**config.mk**
```make
export PLATFORM = sky130hd
export DESIGN_NAME = sgt_serial_flat
export DESIGN_NICKNAME = d
export VERILOG_FILES = /design/src/rtl/sgt_serial_if.sv /design/src/rtl/sgt_serial.sv /design/src/flat_wrapper.sv
export SDC_FILE = /design/constraint.sdc
export NUM_CORES = 1
export LEC_CHECK = 0
export BUFFER_PORTS_ARGS = -buffer_cell sky130_fd_sc_hd__buf_2
export CORE_AREA = 5 5 42 44
export CTS_BUF_LIST = sky130_fd_sc_hd__clkbuf_16
export DETAILED_ROUTE_END_ITERATION = 10
export DIE_AREA = 0 0 47 49
export PLACE_DENSITY_LB_ADDON = 0.15
export REMOVE_ABC_BUFFERS = 1
export SLEW_MARGIN = 10
export SYNTH_ARGS = -nofsm -noshare
export SYNTH_HDL_FRONTEND = slang
export SYNTH_SLANG_ARGS = --single-unit
```
**constraint.sdc**
```tcl
create_clock -name clk -period 3.6 [get_ports clk]
set_clock_uncertainty 0.05 [all_clocks]
set_input_delay 0.36 -clock clk [delete_from_list [all_inputs] [get_ports clk]]
set_output_delay 0.36 -clock clk [all_outputs]
set_load 0.005 [all_outputs]
```
**src/rtl/sgt_serial_if.sv**
```systemverilog
// Serial compare bus: LSB-first operand bit pairs in, registered signed-compare flags out.
interface sgt_serial_if;
  logic start;
  logic bit_en;
  logic i0;
  logic i1;
  logic busy;
  logic valid;
  logic gt;
  logic eq;
  logic lt;

  modport master (
    output start, bit_en, i0, i1,
    input  busy, valid, gt, eq, lt
  );

  modport slave (
    input  start, bit_en, i0, i1,
    output busy, valid, gt, eq, lt
  );
endinterface

```
**src/rtl/sgt_serial.sv**
```systemverilog
// Bit-serial signed comparator, LSB-first; flags and valid land on the edge that samples the MSB.
// bit_en=0 stalls everything; start with bit_en restarts from bit 0 at any time.
module sgt_serial #(
  parameter int WIDTH = 8
) (
  input  logic        clk,
  input  logic        resetn,
  sgt_serial_if.slave bus
);

  localparam int CW = (WIDTH > 1) ? $clog2(WIDTH) : 1;
  localparam logic [CW-1:0] LAST = CW'(WIDTH - 1);

  typedef enum logic {IDLE, SHIFT} state_t;

  state_t        state, state_nxt;
  logic [CW-1:0] cnt, cnt_nxt;
  logic          gt_run, gt_run_nxt;
  logic          eq_run, eq_run_nxt;
  logic          valid_q, valid_nxt;
  logic          gt_q, gt_nxt;
  logic          eq_q, eq_nxt;
  logic          lt_q, lt_nxt;

  always_ff @(posedge clk or negedge resetn) begin
    if (!resetn) begin
      state <= IDLE;
    end else begin
      state <= state_nxt;
    end
  end

  always_comb begin
    state_nxt = state;
    case (state)
      IDLE:    if (bus.bit_en && bus.start) state_nxt = SHIFT;
      SHIFT:   if (bus.bit_en && !bus.start && cnt == LAST) state_nxt = IDLE;
      default: state_nxt = IDLE;
    endcase
  end

  always_comb begin
    cnt_nxt    = cnt;
    gt_run_nxt = gt_run;
    eq_run_nxt = eq_run;
    valid_nxt  = 1'b0;
    gt_nxt     = gt_q;
    eq_nxt     = eq_q;
    lt_nxt     = lt_q;
    if (bus.bit_en) begin
      if (bus.start) begin
        // Bit 0 of a new pair; any operation in flight is dropped silently.
        gt_run_nxt = bus.i0 & ~bus.i1;
        eq_run_nxt = ~(bus.i0 ^ bus.i1);
        cnt_nxt    = CW'(1);
      end else if (state == SHIFT) begin
        if (cnt == LAST) begin
          // Sign bit: a differing MSB means the operand with the 0 is larger.
          if (bus.i0 != bus.i1) begin
            gt_nxt = bus.i1;
            lt_nxt = bus.i0;
            eq_nxt = 1'b0;
          end else begin
            gt_nxt = gt_run;
            eq_nxt = eq_run;
            lt_nxt = ~gt_run & ~eq_run;
          end
          valid_nxt = 1'b1;
          cnt_nxt   = '0;
        end else begin
          if (bus.i0 != bus.i1) begin
            gt_run_nxt = bus.i0;
            eq_run_nxt = 1'b0;
          end
          cnt_nxt = cnt + CW'(1);
        end
      end
    end
  end

  always_ff @(posedge clk or negedge resetn) begin
    if (!resetn) begin
      cnt     <= '0;
      gt_run  <= 1'b0;
      eq_run  <= 1'b1;
      valid_q <= 1'b0;
      gt_q    <= 1'b0;
      eq_q    <= 1'b1;
      lt_q    <= 1'b0;
    end else begin
      cnt     <= cnt_nxt;
      gt_run  <= gt_run_nxt;
      eq_run  <= eq_run_nxt;
      valid_q <= valid_nxt;
      gt_q    <= gt_nxt;
      eq_q    <= eq_nxt;
      lt_q    <= lt_nxt;
    end
  end

  always_comb begin
    bus.busy  = (state == SHIFT);
    bus.valid = valid_q;
    bus.gt    = gt_q;
    bus.eq    = eq_q;
    bus.lt    = lt_q;
  end

endmodule

```
**src/flat_wrapper.sv**
```systemverilog
// flat-port wrapper written by rule: the top's interface ports become plain ports
module sgt_serial_flat 
#(
  parameter int WIDTH = 8
)
  (clk, resetn, bus_start, bus_bit_en, bus_i0, bus_i1, bus_busy, bus_valid, bus_gt, bus_eq, bus_lt);
  sgt_serial_if bus_i ();
  input  logic clk;
  input  logic resetn;
  input wire logic [$bits(bus_i.start)-1:0] bus_start;
  input wire logic [$bits(bus_i.bit_en)-1:0] bus_bit_en;
  input wire logic [$bits(bus_i.i0)-1:0] bus_i0;
  input wire logic [$bits(bus_i.i1)-1:0] bus_i1;
  output wire logic [$bits(bus_i.busy)-1:0] bus_busy;
  output wire logic [$bits(bus_i.valid)-1:0] bus_valid;
  output wire logic [$bits(bus_i.gt)-1:0] bus_gt;
  output wire logic [$bits(bus_i.eq)-1:0] bus_eq;
  output wire logic [$bits(bus_i.lt)-1:0] bus_lt;
  assign bus_i.start = bus_start;
  assign bus_i.bit_en = bus_bit_en;
  assign bus_i.i0 = bus_i0;
  assign bus_i.i1 = bus_i1;
  assign bus_busy = bus_i.busy;
  assign bus_valid = bus_i.valid;
  assign bus_gt = bus_i.gt;
  assign bus_eq = bus_i.eq;
  assign bus_lt = bus_i.lt;
  sgt_serial #(.WIDTH(WIDTH)) u_core (.clk(clk), .resetn(resetn), .bus(bus_i));
endmodule
```
==> results of run 1 <==
==> power breakdown <==
| group | internal (uW) | switching, uW | leakage (uW) |
|---|---|---|---|
| clock | 145 | 49.0 | 0.0000385 |
| sequential | 138 | 15.3 | 0.000121 |
| combinational | 40.3 | 38.5 | 0.000198 |
| total | 324 | 103 | 0.000357 |
==> sequential cells by signal (all words and copies together) (netlist names) <==
name              cells
u_core.bus.lt         1
u_core.bus.valid      1
u_core.eq_run         1
u_core.cnt            3
u_core.bus.busy       1
u_core.gt_run         1
u_core.bus.gt         1
u_core.bus.eq         1
==> what timing repair did <==
action,CTS,global route
hold buffers,1,0
hold endpoints to repair,8,0
resized for setup,0,0
==> synthesized netlist by cell type <==
| library cell | n | share of area |
|---|---|---|
| nor2b_4 | 1 | 0.024 |
| nand4b_4 | 1 | 0.041 |
| dfstp_2 | 2 | 0.091 |
| nand3_1 | 3 | 0.026 |
| buf_2 | 1 | 0.0086 |
| dfrtp_1 | 8 | 0.34 |
| nand2_1 | 9 | 0.058 |
| mux2i_1 | 2 | 0.034 |
| nor3b_1 | 1 | 0.013 |
| buf_6 | 3 | 0.058 |
| inv_1 | 6 | 0.039 |
| ha_1 | 3 | 0.065 |
| o21a_1 | 2 | 0.026 |
| o21ai_0 | 4 | 0.034 |
| o22ai_1 | 2 | 0.022 |
| nor2_1 | 3 | 0.019 |
| a32o_1 | 1 | 0.017 |
| a22o_1 | 1 | 0.015 |
| o21ai_2 | 1 | 0.015 |
| a21o_2 | 1 | 0.015 |
| nor3_1 | 1 | 0.0086 |
| a221oi_2 | 1 | 0.026 |
==> routing by layer <==
metal / GRT usage / share of wire / vias up
met5: 0 / 0 / -
met4: 0.02765 / 0 / 0
met3: 0.06642 / 0.076 / 0
met2: 0.1425 / 0.42 / 8
met1: 0.1287 / 0.51 / 178
li1: - / - / 217
==> through the flow <==
stage,setup WS [ns],std cells
2_1_floorplan,2.203,53
3_3_place_gp,2.147,79
3_5_place_dp,2.116,79
4_1_cts,2.101,84
5_1_grt,2.035,84
6_report,2.108,84
==> how the worst min path moves through the flow <==
stage	startpoint	to	slack, ns	cells after the start
finish	bus_i1	u_core.bus.gt$_DFFE_PN0P_	0.38	3
global route	bus_i1	u_core.bus.gt$_DFFE_PN0P_	0.40	3
CTS	bus_i1	u_core.bus.gt$_DFFE_PN0P_	0.38	3
detailed placement	resetn	u_core.cnt[2]$_DFFE_PN0P_	0.18	1
global placement	resetn	u_core.bus.busy$_DFF_PN0_	0.19	1
floorplan	resetn	u_core.bus.busy$_DFF_PN0_	0.01	0
==> logic make-up (layout without fill, tap and decap cells) <==
| logic type | after synthesis | in the layout | share of synthesized area |
|---|---|---|---|
| AO/OA/AOI/OAI | 13 | 13 | 0.1703 |
| multiplexers | 2 | 2 | 0.03448 |
| adder cells (fa/ha/maj) | 3 | 3 | 0.06466 |
| AND/OR/NAND/NOR | 19 | 19 | 0.1896 |
| buffers and inverters | 10 | 21 | 0.1056 |
| flip-flops | 10 | 10 | 0.4353 |
==> worst register-to-register path, delay by kind of cell, from the launching register on <==
family	cells	cell delay (ns)
simple gates	1	0.14
fa+ha+maj	2	0.48
flops	1	0.39
compound gates	2	0.34
==> final cells by class <==
cell class | instances | area [sq um] | area share
clock buffers | 3 | 75.07 | 0.1071
clock inverters | 1 | 3.754 | 0.005357
inverters | 6 | 22.52 | 0.03214
multi-input cells | 37 | 266.5 | 0.3804
flip-flops and latches | 10 | 252.7 | 0.3607
well taps | 16 | 20.02 | 0.02857
repair buffers | 11 | 60.06 | 0.08571
==> results.yml, run 1 <==
yosys:
  synth_seq_cells: 10
  avgSynthCellArea_sq_um: 10.19
  syn_inst: 57
  ys_seq_area_frac: 0.4353
  yosysWarningCount: 0
  syn_area_sq_um: 580.6
  synth_cell_types: 22
setup_path:
  worstReg2RegStart: "u_core.cnt[0]$_DFFE_PN0P_"
  r2r_end: "u_core.gt_run$_DFFE_PN0P_"
  crit_start: "u_core.cnt[0]$_DFFE_PN0P_"
  crit_fanout: 5
  path_class: "reg2reg"
  critPathSlowestCell: "dfrtp_1"
  crit_cells: 5
  cp_slowest_stage_delay_ns: 0.39
  path_delay_family: "adder cells"
  cpMostUsedCell: "ha_1"
  cp-end-kind: "flip-flop"
  r2r_slack_ns: 2.11
  worst-path-buf-inv: 0
  crit_chain: "ha_1 -> ha_1 -> nor2b_4 -> o21ai_2 -> a221oi_2"
  startpoint_type: "flip-flop"
  endpoint: "u_core.gt_run$_DFFE_PN0P_"
  arrival_ns: 1.58
  rr_worst_depth: 5
  crit_required_ns: 3.69
cts:
  clk_latency_ns: 0.23
  cts_tree: "done"
  clock_sinks: 10
  cts_root_buf: "clkbuf_16"
  h-tree-depth: 1
  clk_pin_slew_ns: 0.04
  cts_buffers: 3
  cts_buffer_depth: 2
  post_cts_buffers: 0
power:
  p_leak_uw: 0.0003574
  power_density_mw_per_mm2: 609.2
  ir_worst_vdd_uv: 431.7
  fin_total_pwr_uw: 426.8
sta:
  setup_tns_ns: 0
  slew_viol_final: 0
  timing.hold.ws_ns: 0.3803
  slew_headroom: 0.7635
  finalCritPeriodShare: 0.4143
  rsz0062_at_grt: "no"
  fmax_ghz: 0.6704
  worst_pin_slew_ns: 0.3548
  setup_viol_count_final: 0
  period_minus_slack_ns: 1.492
  hold_viol_final: 0
grt:
  grt_use_total: 0.1023
  grt-ovfl-total: 0
  grt_pass1_vias: 369
  grt_pass1_wl_mm: 1.662
  antenna_found_initial: 0
  grt_max_degree: 13
floorplan:
  rows: 14
  die_area_sq_mm: 0.002303
  core_area_sq_mm: 0.001401
  initial_utilization: 0.4143
  num_io_pins: 11
  fp.dieW_um: 47
  die_height_um: 49
final_layout:
  diodes: 0
  num-nets-final: 78
  mostFrequentLayoutCells: "10 x buf_2, 9 x nand2_1, 8 x dfrtp_1"
  fill_cells: 137
  design_area_sq_um: 700.7
  layout-drive-gt1-share: 0.2941
  layout.cells.most_common: "buf_2"
  area_growth_pct: 20.69
  final_util: 0.5000
placed_design:
  dpl.hpwl_um: 719.3
  place_congestion: 0.7776
  port_buffers: 10
  place_area_sq_um: 611.8
route:
  first_pass_iters: 2
  drt_wl_total_mm: 1.007
  drc: 0
  vias_per_cell: 4.798
  vias: 403
  ant_nets: 0
  avgRoutedWirePerCell_um: 11.99
  drtIter0Drc: 2
job:
  drv_cap: 0
outcome:
  status: "completed"
min_path:
  hold_class: "in2reg"
Note: power is estimated with default switching activity, not from simulation.
==> inputs of run 2 (changes only) <==
==> constraint.sdc (replaced) <==
create_clock -name clk -period 1.3 [get_ports clk]
set_clock_uncertainty 0.05 [all_clocks]
set_input_delay 0.13 -clock clk [delete_from_list [all_inputs] [get_ports clk]]
set_output_delay 0.13 -clock clk [all_outputs]
set_load 0.005 [all_outputs]
==> run 2 against run 1 <==
  * The run now ends with negative setup slack left
  * Critical path type unchanged
  * Die area unchanged
  * Non-clock buffer count increased by 5
  * Sequential power increased to 2.8 times the previous value
  * Hold slack got worse by 0.23 ns
==> results.yml, run 2 (synthesis results as in run 1) <==
grt:
  antenna_found_initial: 0
  grt_use_total: 0.1114
  grt_pass1_vias: 421
  grt_max_degree: 13
  grt-ovfl-total: 0
  grt_pass1_wl_mm: 1.814
route:
  ant_nets: 0
  first_pass_iters: 4
  drtIter0Drc: 9
  drc: 0
  avgRoutedWirePerCell_um: 13.48
  vias_per_cell: 5.068
  drt_wl_total_mm: 1.186
  vias: 446
sta:
  worst_pin_slew_ns: 0.3058
  worst_slack_ns: -0.03482
  setup_viol_count_final: 4
  setup_tns_ns: -0.08355
  slew_viol_final: 0
  period_minus_slack_ns: 1.335
  finalCritPeriodShare: 1.027
  slew_headroom: 0.7962
  fmax_ghz: 0.7492
  hold_viol_final: 0
  rsz0062_at_grt: "yes"
setup_path:
  crit_chain: "ha_2 -> ha_4 -> nor2b_4 -> o21ai_2 -> a221oi_2"
  critPathSlowestCell: "dfrtp_1"
  crit_required_ns: 1.39
  cp-end-kind: "flip-flop"
  crit_fanout: 4
  arrival_ns: 1.43
  startpoint_type: "flip-flop"
  path_class: "reg2reg"
  cp_slowest_stage_delay_ns: 0.40
min_path:
  hold_class: "in2reg"
cts:
  cts_buffers: 3
  cts_buffer_depth: 2
  cts_tree: "done"
  cts_root_buf: "clkbuf_16"
  clk_pin_slew_ns: 0.04
  clk_latency_ns: 0.23
  h-tree-depth: 1
  clock_sinks: 10
placed_design:
  place_congestion: 0.7158
  dpl.hpwl_um: 805.2
  port_buffers: 10
  place_inst: 83
power:
  p_leak_uw: 0.0003770
  power_density_mw_per_mm2: 1652
  ir_worst_vdd_uv: 945.6
final_layout:
  layout.cells.most_common: "buf_2"
  diodes: 0
  num-nets-final: 83
  area_growth_pct: 29.96
  finalNonFillerCells: 88
  mostFrequentLayoutCells: "10 x buf_2, 9 x nand2_1, 8 x dfrtp_1"
  layout-drive-gt1-share: 0.3889
  top_register: "u_core.cnt"
  largest_reg_flops: 3
floorplan:
  initial_utilization: 0.4143
  fp.dieW_um: 47
  die_height_um: 49
  core_area_sq_mm: 0.001401
  die_area_sq_mm: 0.002303
  num_io_pins: 11
  rows: 14
outcome:
  violations: "negative setup slack"
  status: "finished with violations"
job:
  drv_cap: 0
==> run 2: changes by cell type in the layout (fill, tap and decap cells not counted) <==
cell / before / now
clkinv_1: 1 / 0
o21ai_0: 4 / 2
nor3_1: 1 / 0
ha_2: 0 / 1
nor3_2: 0 / 1
o21ai_1: 0 / 2
ha_1: 3 / 1
buf_4: 0 / 5
ha_4: 0 / 1
==> run 2: stage by stage <==
stage	util	hold slack (ns)	instance area, sq um	setup WS (ns)	total power, uW
floorplan	-	-0.2156	541.8	-0.09711	572.1
global placement	0.4580	-0.04302	641.9	-0.06916	667.3
detailed placement	0.4580	-0.04653	641.9	-0.1114	675.4
CTS	0.5330	0.1553	747.0	-0.01051	1243
global route	0.5384	0.1663	754.5	-0.09764	1308
finish	0.5384	0.1514	754.5	-0.03482	1246
==> run 2: worst paths after layout <==
| path | startpoint | endpoint | slack, ns | depth (start not counted) |
|---|---|---|---|---|
| min in group asynchronous | resetn | u_core.cnt[2]$_DFFE_PN0P_ | 0.24 | 2 |
| max in group asynchronous | resetn | u_core.eq_run$_DFFE_PN1P_ | 0.71 | 2 |
| max reg2reg | u_core.cnt[1]$_DFFE_PN0P_ | u_core.gt_run$_DFFE_PN0P_ | -0.03 | 5 |
| min | bus_i1 | u_core.bus.gt$_DFFE_PN0P_ | 0.15 | 3 |
| max | u_core.cnt[1]$_DFFE_PN0P_ | u_core.gt_run$_DFFE_PN0P_ | -0.03 | 5 |
| min reg2reg | u_core.bus.eq$_DFFE_PN1P_ | u_core.bus.eq$_DFFE_PN1P_ | 0.41 | 2 |
==> run 2: area by class of cell <==
type                            instances  area [sq um]
Multi-Input combinational cell         37         286.5
Fill cell                             122         646.9
Clock buffer                            3         75.07
Inverter                                6         22.52
Sequential cell                        10         252.7
Timing Repair Buffer                   16         97.59
Tap cell                               16         20.02
==> run 2: timing repair <==
action / in CTS / in global routing
gates resized for setup: 5 / 1
endpoints found under the hold margin: 10 / 0
setup endpoints to repair: 7 / 8
pin swaps: 5 / 1
hold buffers: 1 / 0
buffers inserted: 0 / 1
==> run 2: per-layer routing <==
metal | vias to the layer above | share of wire | GRT usage | wire [um]
met1 | 201 | 0.43 | 0.1239 | 514
met2 | 16 | 0.49 | 0.1493 | 584
met4 | 0 | 0.014 | 0.08756 | 17
met3 | 2 | 0.059 | 0.06273 | 70
met5 | - | 0 | 0 | 0
li1 | 227 | - | - | -
==> run 2: critical path, delay by kind of cell, from the launching register on <==
family / cells / cell delay (ns)
simple gates: 1 / 0.10
fa+ha+maj: 2 / 0.39
flops: 1 / 0.40
compound gates: 2 / 0.31
==> run 2: report_power, final <==
| group | switching [uW] | internal (uW) |
|---|---|---|
| clock network | 137 | 398 |
| registers | 51.6 | 384 |
| logic | 126 | 149 |
| total | 315 | 931 |
